## src/rtl/uart_tx.sv

```systemverilog
// 8-bit UART transmitter: start bit, 8 data bits LSB first, optional parity, 1-2 stop bits.
// A one-byte holding register lets the next byte queue so frames run back-to-back.
module uart_tx #(
    parameter int CLKS_PER_BIT = 104,
    parameter int PARITY       = 0,
    parameter int STOP_BITS    = 1
) (
    input  logic       clk,
    input  logic       clear_n,
    input  logic [7:0] data,
    input  logic       send,
    output logic       ready,
    output logic       tx,
    output logic       busy
);

    localparam int CW = (CLKS_PER_BIT > 2) ? $clog2(CLKS_PER_BIT) : 1;
    localparam logic [CW-1:0] LAST_CLK = CW'(CLKS_PER_BIT - 1);
    localparam logic LAST_STOP = 1'(STOP_BITS - 1);

    typedef enum logic [2:0] {IDLE, START, DATA, PAR, STOP} state_t;

    state_t        state, state_next;
    logic [CW-1:0] clk_cnt, clk_cnt_next;
    logic [2:0]    bit_idx, bit_idx_next;
    logic          stop_idx, stop_idx_next;
    logic [7:0]    shift, shift_next;
    logic          parity_bit, parity_next;
    logic          tx_reg, tx_next;
    logic          busy_reg, busy_next;
    logic [7:0]    hold_data, hold_data_next;
    logic          hold_full, hold_full_next;
    logic          bit_end, load, accept;

    assign ready = ~hold_full;
    assign tx    = tx_reg;
    assign busy  = busy_reg;

    always_ff @(posedge clk or negedge clear_n) begin
        if (!clear_n) begin
            state      <= IDLE;
            clk_cnt    <= '0;
            bit_idx    <= '0;
            stop_idx   <= 1'b0;
            shift      <= '0;
            parity_bit <= 1'b0;
            tx_reg     <= 1'b1;
            busy_reg   <= 1'b0;
            hold_data  <= '0;
            hold_full  <= 1'b0;
        end else begin
            state      <= state_next;
            clk_cnt    <= clk_cnt_next;
            bit_idx    <= bit_idx_next;
            stop_idx   <= stop_idx_next;
            shift      <= shift_next;
            parity_bit <= parity_next;
            tx_reg     <= tx_next;
            busy_reg   <= busy_next;
            hold_data  <= hold_data_next;
            hold_full  <= hold_full_next;
        end
    end

    // tx is computed one clock ahead so the registered line changes exactly on bit boundaries.
    always_comb begin
        state_next     = state;
        clk_cnt_next   = clk_cnt;
        bit_idx_next   = bit_idx;
        stop_idx_next  = stop_idx;
        shift_next     = shift;
        parity_next    = parity_bit;
        tx_next        = tx_reg;
        hold_data_next = hold_data;
        hold_full_next = hold_full;

        bit_end = (clk_cnt == LAST_CLK);
        load    = hold_full &&
                  ((state == IDLE) || (state == STOP && bit_end && stop_idx == LAST_STOP));
        accept  = send && !hold_full;

        if (state != IDLE)
            clk_cnt_next = bit_end ? '0 : clk_cnt + 1'b1;

        case (state)
            IDLE: ;
            START: if (bit_end) begin
                state_next   = DATA;
                bit_idx_next = 3'd0;
                tx_next      = shift[0];
            end
            DATA: if (bit_end) begin
                if (bit_idx == 3'd7) begin
                    if (PARITY != 0) begin
                        state_next = PAR;
                        tx_next    = parity_bit;
                    end else begin
                        state_next    = STOP;
                        stop_idx_next = 1'b0;
                        tx_next       = 1'b1;
                    end
                end else begin
                    shift_next   = {1'b0, shift[7:1]};
                    tx_next      = shift[1];
                    bit_idx_next = bit_idx + 3'd1;
                end
            end
            PAR: if (bit_end) begin
                state_next    = STOP;
                stop_idx_next = 1'b0;
                tx_next       = 1'b1;
            end
            STOP: if (bit_end) begin
                if (stop_idx == LAST_STOP) begin
                    state_next = IDLE;
                    tx_next    = 1'b1;
                end else begin
                    stop_idx_next = stop_idx + 1'b1;
                end
            end
            default: state_next = IDLE;
        endcase

        // A load overrides the stop-to-idle step so the next start bit follows with no gap.
        if (load) begin
            state_next     = START;
            clk_cnt_next   = '0;
            shift_next     = hold_data;
            parity_next    = (PARITY == 2) ? ~^hold_data : ^hold_data;
            tx_next        = 1'b0;
            hold_full_next = 1'b0;
        end
        if (accept) begin
            hold_data_next = data;
            hold_full_next = 1'b1;
        end

        busy_next = (state_next != IDLE) || hold_full_next;
    end

endmodule
```

## config.mk

```make
export PLATFORM = sky130hd
export DESIGN_NAME = uart_tx
export DESIGN_NICKNAME = d
export VERILOG_FILES = /design/src/rtl/uart_tx.sv
export SDC_FILE = /design/constraint.sdc
export NUM_CORES = 1
export LEC_CHECK = 0
export ABC_AREA = 1
export CAP_MARGIN = 10
export CORE_MARGIN = 8
export CORE_UTILIZATION = 60
export CTS_CLUSTER_SIZE = 16
export DETAILED_ROUTE_END_ITERATION = 12
export PLACE_DENSITY_LB_ADDON = 0.3
export SLEW_MARGIN = 20
export SYNTH_ARGS = -nofsm -noshare
export SYNTH_HDL_FRONTEND = slang
export SYNTH_SLANG_ARGS = --single-unit
```

## constraint.sdc

```tcl
create_clock -name clk -period 2.82 [get_ports clk]
set_input_delay 0.564 -clock clk [delete_from_list [all_inputs] [get_ports clk]]
set_output_delay 0.564 -clock clk [all_outputs]
set_load 0.05 [all_outputs]
```

Yosys cells after proc, flatten, opt, wreduce, memory -nomap -nowiden
Cells that the tools add are included.
Storage, ports and cells
  register bits after elaboration: 33
  latch bits: 0
  memory bits (writable): 0
  ROM bits: 0
  logic and storage cells: 87
  memories: 0
Operators by class
  add/subtract/negate cells: 3
  $mul: 0
  divide/modulo/power cells: 0
  order comparisons: 0
  eq/ne operators: 18
  shifts and indexed selects: 0
  mux-type cells: 35
  bitwise operators: 2
  reductions and logical operators: 20
Operator list (count)
  $mux W8: 4
  $mux W3: 10
  $mux W7: 3
  $ne A3 B3 Y1 const B: 5
  $pmux W3 S5: 1
  $mux W1: 14
  $ne A2 B2 Y1 const B: 7
  $reduce_bool A3 Y1: 3
  $reduce_bool A2 Y1: 4
  $add A7 B1 Y7 const B: 1
  $eq A7 B7 Y1 const B: 1
  $eq A3 B2 Y1 const B: 2
  $eq A3 B3 Y1 const B: 2
  $pmux W3 S2: 1
  $reduce_and A6 Y1: 1
  $reduce_and A5 Y1: 1
  $reduce_bool A5 Y1: 1
  $logic_and A1 B1 Y1: 4
  $pmux W1 S4: 1
  $reduce_and A4 Y1: 1
  $add A3 B1 Y3 const B: 1
  $eq A3 B1 Y1 const B: 1
  $logic_not A3 Y1: 1
  $pmux W1 S3: 1
  other kinds (5): 7

Depth between registers and ports, before layout
  word-level depth: 8
  depth in mapped cells: 9

Worst setup path before layout
No wires, ideal clock.
  kind: register to register
  from: reg bit_idx[0]
  to: reg bit_idx[0]
  library setup time: 0.123 ns
  arrival time: 1.337 ns
  data required time: 2.697 ns
  setup slack: 1.360 ns
  stages on the path, launching flop included: 9
  path buffers: 0
  period minus slack after synthesis: 1.460 ns
  cells stage by stage: dfrtp_1 -> ha_1 -> ha_1 -> nor2_1 -> nand2_2 -> nor2_2 -> nor2_1 -> nand2_1 -> o21ai_1
On the way
  word-level cells in the longest chain between the ends: 4
  elaborated cells on any way between the ends: 7
RTL lines
  from (decl): line 25  | logic [2:0] bit_idx, bit_idx_next;
  from (signal assigned): line 54  | bit_idx <= bit_idx_next;
  $add A3 B1 Y3: line 105  | bit_idx_next = bit_idx + 3'd1;
  $mux W3: line 93  | if (bit_idx == 3'd7) begin
  $mux W3: line 92  | DATA: if (bit_end) begin
  $pmux W3 S2: line 85  | case (state)
Parallel ways exist; a longest one is shown, timed or not. The select of a mux whose other input is x is not followed.
A chain may end at the register's enable or synchronous reset.

Final worst setup path
  from: reg hold_full
  to: out ready
On the way
  word-level cells in the longest chain between the ends: 1
RTL lines
  from (decl): line 32  | logic hold_full, hold_full_next;
  from (signal assigned): line 61  | hold_full <= hold_full_next;
  $not A1 Y1: line 35  | assign ready = ~hold_full;
  to (decl): line 12  | output logic ready,
Every way passes these cells.

==> results by group <==
Placed design
  – Dpl ws: between 0.9 and 1 ns
  – Routability cong.: 0.9491
  – DP HPWL: 2400 um
  – PortBufs: 13
  – Dpl cells: ~230

Floorplan
  – Core Region: ~2500 um^2
  – Die area: 4595 um^2
  – Num ports: 14
  – Chip Width: 67.79 um
  – Die Y: 67.79 um
  – Effective utilization at floorplan: 0.6436
  – Rows: 18

Detailed routing
  – Routed vias: 1311
  – Drt via density: 5.603
  – ANT nets after route: 0
  – Starting DRT DRC Count: 88
  – WL final: 3189 um
  – DRC: 0
  – 1st-pass router iterations: 4
  – DR WL/cell: 13.63 um

Timing
  – Skew final: 0.01046 ns
  – Relative slew slack: 0.5899
  – Setup Viol. Count Final: 0
  – Worst-margin pin slew: 0.6132 ns
  – Tcrit/Tclk final: 0.7992
  – Fin. max-slew vios: 0
  – Final min period: 2.254 ns
  – RSZ-0062 raised after global routing: false
  – Fmax: 443.7 MHz
  – Final Worst Setup Slack: ~0.57 ns
  – Setup TNS: 0 ns
  – Hold Fails Final Rpt: 0

Global routing
  – Grt ovf: 0
  – Vias in the first global route: 1327
  – Initial antenna violation count: 0
  – Total track usage: 0.1698
  – Largest net degree at the start of global routing: 20
  – First-pass GRT wire length: a little under 6000 um

Clock tree
  – Hold-fix buffers, CTS: 0
  – Clk Latency, worst-skew pair: approximately 0.33 ns
  – Post-CTS sizing: 0
  – CTS root buffer: clkbuf_4
  – Num CTS Buffers: 5
  – CTS tree: done
  – Bufs on Longest Clock Path: 2
  – Reg clk slew, reported paths: ~0.090 ns
  – Post-CTS Setup Bufs: 0
  – H-tree Lvls: 2
  – Sink Count: 32

Min path
  – Hold Path Class: register to register
  – Min-delay src: tx

Setup path
  – Critical Path Fanout Max: 6
  – Setup crit start kind: register
  – Reg-to-reg startpoint: bit_idx[0]
  – CP startpoint: hold_full
  – Setup crit end kind: primary output
  – Worst Path Arrival: 1.69 ns
  – Required time worst endpoint: 2.26 ns
  – Kind of critical path: register to primary output

Synth
  – Gate Count Post-Synth: approximately 180
  – Synth area leader: dfrtp_1
  – Share of the synthesized area in the top cell type: 0.4821
  – EDFF count, synth: 0
  – Yosys reg bits: 32
  – Prevailing post-synth register cell: dfrtp_1
  – Synth top area cells: dfrtp_1 48%, nand2_1 10%, nand3_1 9.3%
  – Top cells by count, synth: 44 x nand2_1, 31 x dfrtp_1, 30 x nand3_1
  – Yosys warning count: 0
  – Cell with the most instances after synthesis: nand2_1
  – Register area share after synthesis: 0.4984
  – Avg Inst Size Synth: between 8 and 9 um^2
  – Distinct cell type count after synthesis: 24
  – Mapped cell area: ~1600 um^2
  – Post-synth ARST share: 1.000
  – Net Count, Synth: 198

Final layout
  – Biggest regs: hold_data (8), shift (8), clk_cnt (7)
  – Fillers: 180
  – Final Non-Filler Cells: 234
  – Area growth from synthesis to final layout: 14.23%
  – Share of layout cells above drive strength 1: 0.1618
  – # nets final: roughly 220
  – Post-layout util: 0.7352
  – Diode count: 0

Pwr
  – Pwr dens: 439.0 nW/um^2
  – VDD IR max: roughly 0.39 mV
  – Static Leak: 0.0009395 uW

Run status
  – Outcome: finished, final reports clean

Job
  – Max_cap viols: 0
[final timing paths]
path                                 to  slack (ns)  cells past startpoint
max in group asynchronous  hold_data[2]        1.53                      2
setup / recovery                  ready        0.57                      2
hold reg to reg                      tx        0.48                      2
min in group asynchronous    clk_cnt[3]        0.60                      1
hold / removal                       tx        0.48                      2
setup reg to reg               shift[0]        1.14                      8
[power by group]
group | leakage, uW | switching [uW] | total, uW | internal (uW)
clock network | 0.0000374 | 149 | 290 | 141
logic | 0.000504 | 15.6 | 38.5 | 22.9
registers | 0.000398 | 6.55 | 478 | 472
total | 0.000939 | 171 | 807 | 636
[layout make-up]
cell class / instances / area (um^2) / share of cell area
clock buffer: 7 / 65.06 / 0.03540
sequential: 32 / 802.0 / 0.4364
inverter: 19 / 71.32 / 0.03880
tap: 30 / 37.54 / 0.02042
timing repair buffer: 14 / 137.6 / 0.07488
multi-input combinational: 132 / 724.4 / 0.3941
[layout by cell type (no fill, tap or decap), types with 2 or more instances in the layout]
| master | instances |
|---|---|
| nand2_1 | 44 |
| dfrtp_1 | 31 |
| nand3_1 | 30 |
| inv_1 | 17 |
| nor2_1 | 16 |
| clkdlybuf4s50_1 | 13 |
| mux2_2 | 7 |
| nor2_2 | 6 |
| clkbuf_4 | 5 |
| o21ai_0 | 4 |
| nand2_2 | 3 |
| nand3b_1 | 3 |
| a21oi_1 | 3 |
| ha_1 | 3 |
| inv_2 | 2 |
| nand2_4 | 2 |
| o21ai_1 | 2 |
| nor3_1 | 2 |
| xor2_1 | 2 |
| clkbuf_8 | 2 |
[through the flow]
step	area [um^2]	hold slack [ns]	total power, uW
finish	1838	0.4803	806.9
floorplan	1609	0.2684	498.3
CTS	1838	0.4837	814.2
global placement	1773	0.4595	523.7
global route	1838	0.5024	840.2
detailed placement	1773	0.4691	526.9
[logic make-up after synthesis]
family / Yosys count / share of synthesized area
DFF: 32 / 0.4984
and+or+nand+nor: 109 / 0.3289
buffers and inverters: 20 / 0.05132
xor gates and xnor gates: 2 / 0.01089
adders and majority gates: 3 / 0.02333
AOI/OAI and AO/OA: 11 / 0.03810
muxes: 7 / 0.04899
[critical path: stages, from the launching register on]
cell             delay, ns
dfrtp_1               0.38
inv_2                 0.15
clkdlybuf4s50_1       0.83
[per-layer routing]
layer  GRT usage  routed length (um)  vias to the layer above
met1      0.1902                1301                      633
met3     0.07119                 208                        5
met5           0                   0                        -
li1            -                   -                      635
met2      0.2757                1628                       38
met4     0.07928                  51                        0
No activity file was read; power rests on OpenSTA's default activity.
==> edit 1 (same flow settings) <==
`CLKS_PER_BIT`: 104 -> 208.
--- a/src/rtl/uart_tx.sv
+++ b/src/rtl/uart_tx.sv
@@ -2,5 +2,5 @@
 // A one-byte holding register lets the next byte queue so frames run back-to-back.
 module uart_tx #(
-    parameter int CLKS_PER_BIT = 104,
+    parameter int CLKS_PER_BIT = 208,
     parameter int PARITY       = 0,
     parameter int STOP_BITS    = 1
Behaviour: same outputs for any inputs over 10 cycles, from zero or initial values; that may be too few to reach the edited logic, so the function may still have changed.
==> edit 1 against the original RTL <==
- sequential cell count is 1 higher
- worst hold slack gained 17 ps
- critical path depth did not move
- final cell count increased by 7.7%
- synthesized area increased by 8.7%
- via count grew 3.5%
- final area increased by 7.4%
- worst setup slack got worse by 49 ps
- routed wire length is 8.4% higher
- highest routed layer unchanged
Power is not compared: it rests on default switching activity, and its combinational part moved more than twofold at a synthesized area within 25%.
==> edit 1: results (changes against the original RTL) <==
[run_status]
status=complete, no violations

[power]
leakagePower_nw=1.01
vdd_drop_max_v=0.000635

[grt]
use_met3=0.0508  ; -0.0203
met2_usage=0.245  ; -0.0311
grt_pass1_vias=1436  ; +8.2%
track_usage=0.153  ; -0.0165
grt_max_degree=34  ; +70%
grt_pass1_wl_um=6150  ; +3.1%
met1_usage=0.178  ; -0.0123
antenna_found_initial=0  ; unchanged

[cts]
cts_resized=0  ; unchanged
htree_levels=2  ; unchanged
clkTransAtPathRegs_ps=100
cts_buffer_depth=2  ; unchanged
clkLatencyLatePin_ps=340
cts_setup_buffers=0  ; unchanged
numCtsBuffers=5  ; unchanged
clock-root-buffer=clkbuf_4

[timing]
worst_slew_pin_slew_ps=495  ; -118 ps
setup-tns-final_ps=0  ; unchanged
clock_skew_ps=13.4  ; +2.90 ps
final-hold-violation-count=0  ; unchanged

[place]
gp_congestion=0.789  ; -17%
hpwlAfterDp_um=2550  ; +6.4%
dp_slack_ps=892  ; -25.7 ps
place_inst=244  ; +7.5%

[worst_setup_path]
cpMaxStageDelayCell=clkdlybuf4s50_1
crit_fanout=4  ; -2
path_delay_family=buffers and inverters
startpoint=hold_full
endpoint_kind=output pin
rr_worst_depth=10  ; +2
rr_startpoint=bit_idx[0]
crit_arrival_ps=1740  ; +50 ps
worstReg2RegEnd=bit_idx[0]
rrSetupSlack_ps=1070  ; -70 ps
max_stage_delay_ps=840

[worst_hold_path]
whs_path_depth=2  ; unchanged
hp-start=bit_idx[2]
hold_class=flip-flop to flip-flop
whs_endpoint=bit_idx[2]

[route]
drt-total-wl_um=3460  ; +8.4%
drt-wirelength-per-cell_um=13.7  ; +0.69%
post_drt_via_cell_ratio=5.38  ; -3.9%
firstDrtPassIters=4  ; unchanged
drt_iter0_markers=109  ; +24%

[die]
fp-row-count=19  ; +1

[cells_and_area]
drive_gt1_frac=0.163  ; +0.00113
reg.largest.list=clk_cnt x8, hold_data x8, shift x8
fin_nets=234  ; +7.3%
num_antenna_cells=0  ; unchanged

[logic_synthesis]
syn_nets=214  ; +8.1%
avgSynthCellArea_um2=8.75  ; about the same
yosys_warnings=0  ; unchanged
async_reset_ff_frac=1.00  ; unchanged
synth_area_leaders=dfrtp_1 46%, nand2_1 8.8%, nand3_1 8.0%, inv_1 5.8%, mux2_2 3.9%
synth-seq-area-share=0.473  ; -0.0256
synth_commonest_cells=41 x nand2_1, 32 x dfrtp_1, 28 x nand3_1
synth.distinct_cells=28  ; +17%

-- edit 1: area by class of cell --
class,instances,area (µm²)
flip-flops and latches,33,827
repair buffers,14,138
clock buffers,8,58.8
fillers,218,785
well taps,31,38.8
inverters,30,113
multi-input cells,136,798
-- edit 1: power by group --
group / internal (mW) / total (mW) / leakage, nW / switching (mW)
registers: 0.638 / 0.743 / 0.396 / 0.105
clock network: 0.123 / 0.279 / 0.0326 / 0.156
logic: 0.189 / 0.441 / 0.582 / 0.251
-- edit 1: worst min-delay path: cells and delay by family, from the launching register on --
family | cells | cell delay, ps
DFF | 1 | 360
and+or+nand+nor | 2 | 110
-- edit 1: per-stage QoR --
stage                     hold slack (ps)  cell area, µm²  power, mW
after floorplan                       268            1750       1.07
after global placement                460            1910       1.14
after global routing                  540            1970       1.57
after detailed placement              483            1910       1.19
after CTS                             503            1970       1.47
final                                 497            1970       1.46
-- edit 1: routing by layer --
| layer | vias up | routed length (µm) |
|---|---|---|
| met3 | 13 | 165 |
| met1 | 619 | 1520 |
| met4 | 0 | 106 |
| met5 | - | 0 |
| met2 | 41 | 1660 |
| li1 | 684 | - |
-- edit 1: worst max-delay path by stage --
stage / end / slack (ps) / depth (start not counted)
after global placement: ready / 920 / 2
after detailed placement: ready / 890 / 2
after floorplan: bit_idx[0] / 1270 / 10
final: ready / 520 / 2
after global routing: ready / 450 / 2
after CTS: ready / 510 / 2
-- edit 1: kinds of logic (layout without fill, tap and decap cells) --
family,Yosys count,after routing,share of synthesized area
mux,6,6,0.0386
fa+ha+maj,3,3,0.0215
flops,33,33,0.473
compound gates,18,18,0.0551
simple gates,107,107,0.331
xor+xnor,2,2,0.0100
buf+inv,31,52,0.0708
==> edit 2 (config.mk and constraints unchanged) <==
Made on the original files. Re-encode `state_t` (5 states) as Gray code, 3 bits wide.
--- a/src/rtl/uart_tx.sv
+++ b/src/rtl/uart_tx.sv
@@ -19,5 +19,5 @@
     localparam logic LAST_STOP = 1'(STOP_BITS - 1);
 
-    typedef enum logic [2:0] {IDLE, START, DATA, PAR, STOP} state_t;
+    typedef enum logic [2:0] {IDLE = 3'b000, START = 3'b001, DATA = 3'b011, PAR = 3'b010, STOP = 3'b110} state_t;
 
     state_t        state, state_next;
Function: same outputs for any inputs over 10 cycles, from zero or initial values; not proved beyond that.
==> edit 2 against the original RTL <==
- worst setup slack got worse by 6.7 ps
- synthesized cell count is 8.7% higher
- worst hold slack improved by 17 ps
- sequential cell count did not move
- final area is 4.2% higher
- routed wire length is 1.9% higher
- register-to-register slack got worse by 110 ps
- sequential share of layout area down 1.7 points
- critical path depth unchanged
- critical path type unchanged
- synthesized area increased by 3.8%
- first-iteration DRC count decreased by 58%
Power is not compared: it rests on default switching activity, and its combinational part moved more than twofold at a synthesized area within 25%.
==> edit 2: results (changes against the original RTL) <==
[place]
placed_area_um2=1840  ; +3.7%
dp_slack_ps=908  ; -9.33 ps
hpwlAfterDp_um=2370  ; -1.2%
gp_congestion=0.824  ; -13%
place_inst=244  ; +7.5%

[cells_and_area]
post-route-util=0.706  ; -0.0289
drive_gt1_frac=0.136  ; -0.0260
fin_nets=234  ; +7.3%
nFillCells=229  ; +27%

[logic_synthesis]
synth-seq-area-share=0.480  ; -0.0183
synth_commonest_cells=54 x nand2_1, 31 x dfrtp_1, 27 x inv_1
yosys.area_share.adder=0.0225  ; -0.000856
syn_nets=214  ; +8.1%
synth_xor_area_frac=0  ; -0.0109
synth.distinct_cells=26  ; +8.3%
synth_compound_area_frac=0.0659  ; +0.0278
synthMuxAreaShare=0.0404  ; -0.00854
synth_area_leaders=dfrtp_1 46%, nand2_1 12%, nand3_1 6.6%, inv_1 6.1%, nor2_1 4.0%

[timing]
post-route-min-period_ps=2260  ; +6.71 ps
clock_skew_ps=9.20  ; -1.27 ps

[route]
drt_iter0_markers=37  ; -58%
drt-wirelength-per-cell_um=12.9  ; -5.3%

[worst_setup_path]
crit_fanout=3  ; -3
worstReg2RegEnd=shift[2]
crit_arrival_ps=1700
rrSetupSlack_ps=1030  ; -110 ps

[run_status]
status=complete, no violations

[grt]
grt_pass1_vias=1334  ; +0.53%
grt_pass1_wl_um=5800  ; -2.8%
grt_max_degree=33  ; +65%
track_usage=0.164  ; -0.00620

[cts]
cts_buffer_depth=2  ; unchanged

[edit 2: cell types whose count changed after synthesis, moves of 2 or more]
cell and delta:
inv_1 +10, nand3_1 -8, o21ai_0 +6, nand4_1 +2, nor2_1 +2, o21ai_1 -2
xor2_1 -2, nor2_2 -4, nand2_1 +10, nand3_2 +2
[edit 2: how the worst min path moves through the flow]
stage,to,slack [ps],cells past startpoint
floorplan,bit_idx[0],270,0
global placement,bit_idx[2],470,2
detailed placement,bit_idx[1],480,2
CTS,bit_idx[1],510,2
global route,bit_idx[2],540,2
finish,bit_idx[1],500,2
[edit 2: cells by family after synthesis]
logic type                 count (synthesis)
and+or+nand+nor                          111
adders and majority gates                  3
DFF                                       32
AOI/OAI and AO/OA                         18
buffers and inverters                     30
muxes                                      6
[edit 2: critical path, cell delays in order (launching register included)]
cell and delay (ps):
dfrtp_1 410, inv_1 140, clkdlybuf4s50_1 820
[edit 2: power breakdown]
part,switching (mW),leakage [nW],internal (mW)
logic,0.248,0.518,0.186
registers,0.105,0.382,0.614
clock network,0.154,0.0422,0.186
[edit 2: per-layer routing]
| layer | share of wire | global-route usage | wire length (µm) | vias up |
|---|---|---|---|---|
| met5 | 0 | 0 | 0 | - |
| met2 | 0.51 | 0.272 | 1650 | 30 |
| met4 | 0.018 | 0.0877 | 58 | 0 |
| met3 | 0.051 | 0.0388 | 165 | 5 |
| met1 | 0.42 | 0.192 | 1380 | 641 |
| li1 | - | - | - | 686 |
[edit 2: area by class of cell]
class	count	share of cell area
timing repair buffer	15	0.0758
clock buffer	6	0.0216
tap	31	0.0203
inverter	28	0.0549
sequential	32	0.419
clock inverter	2	0.0183
multi-input combinational	138	0.390
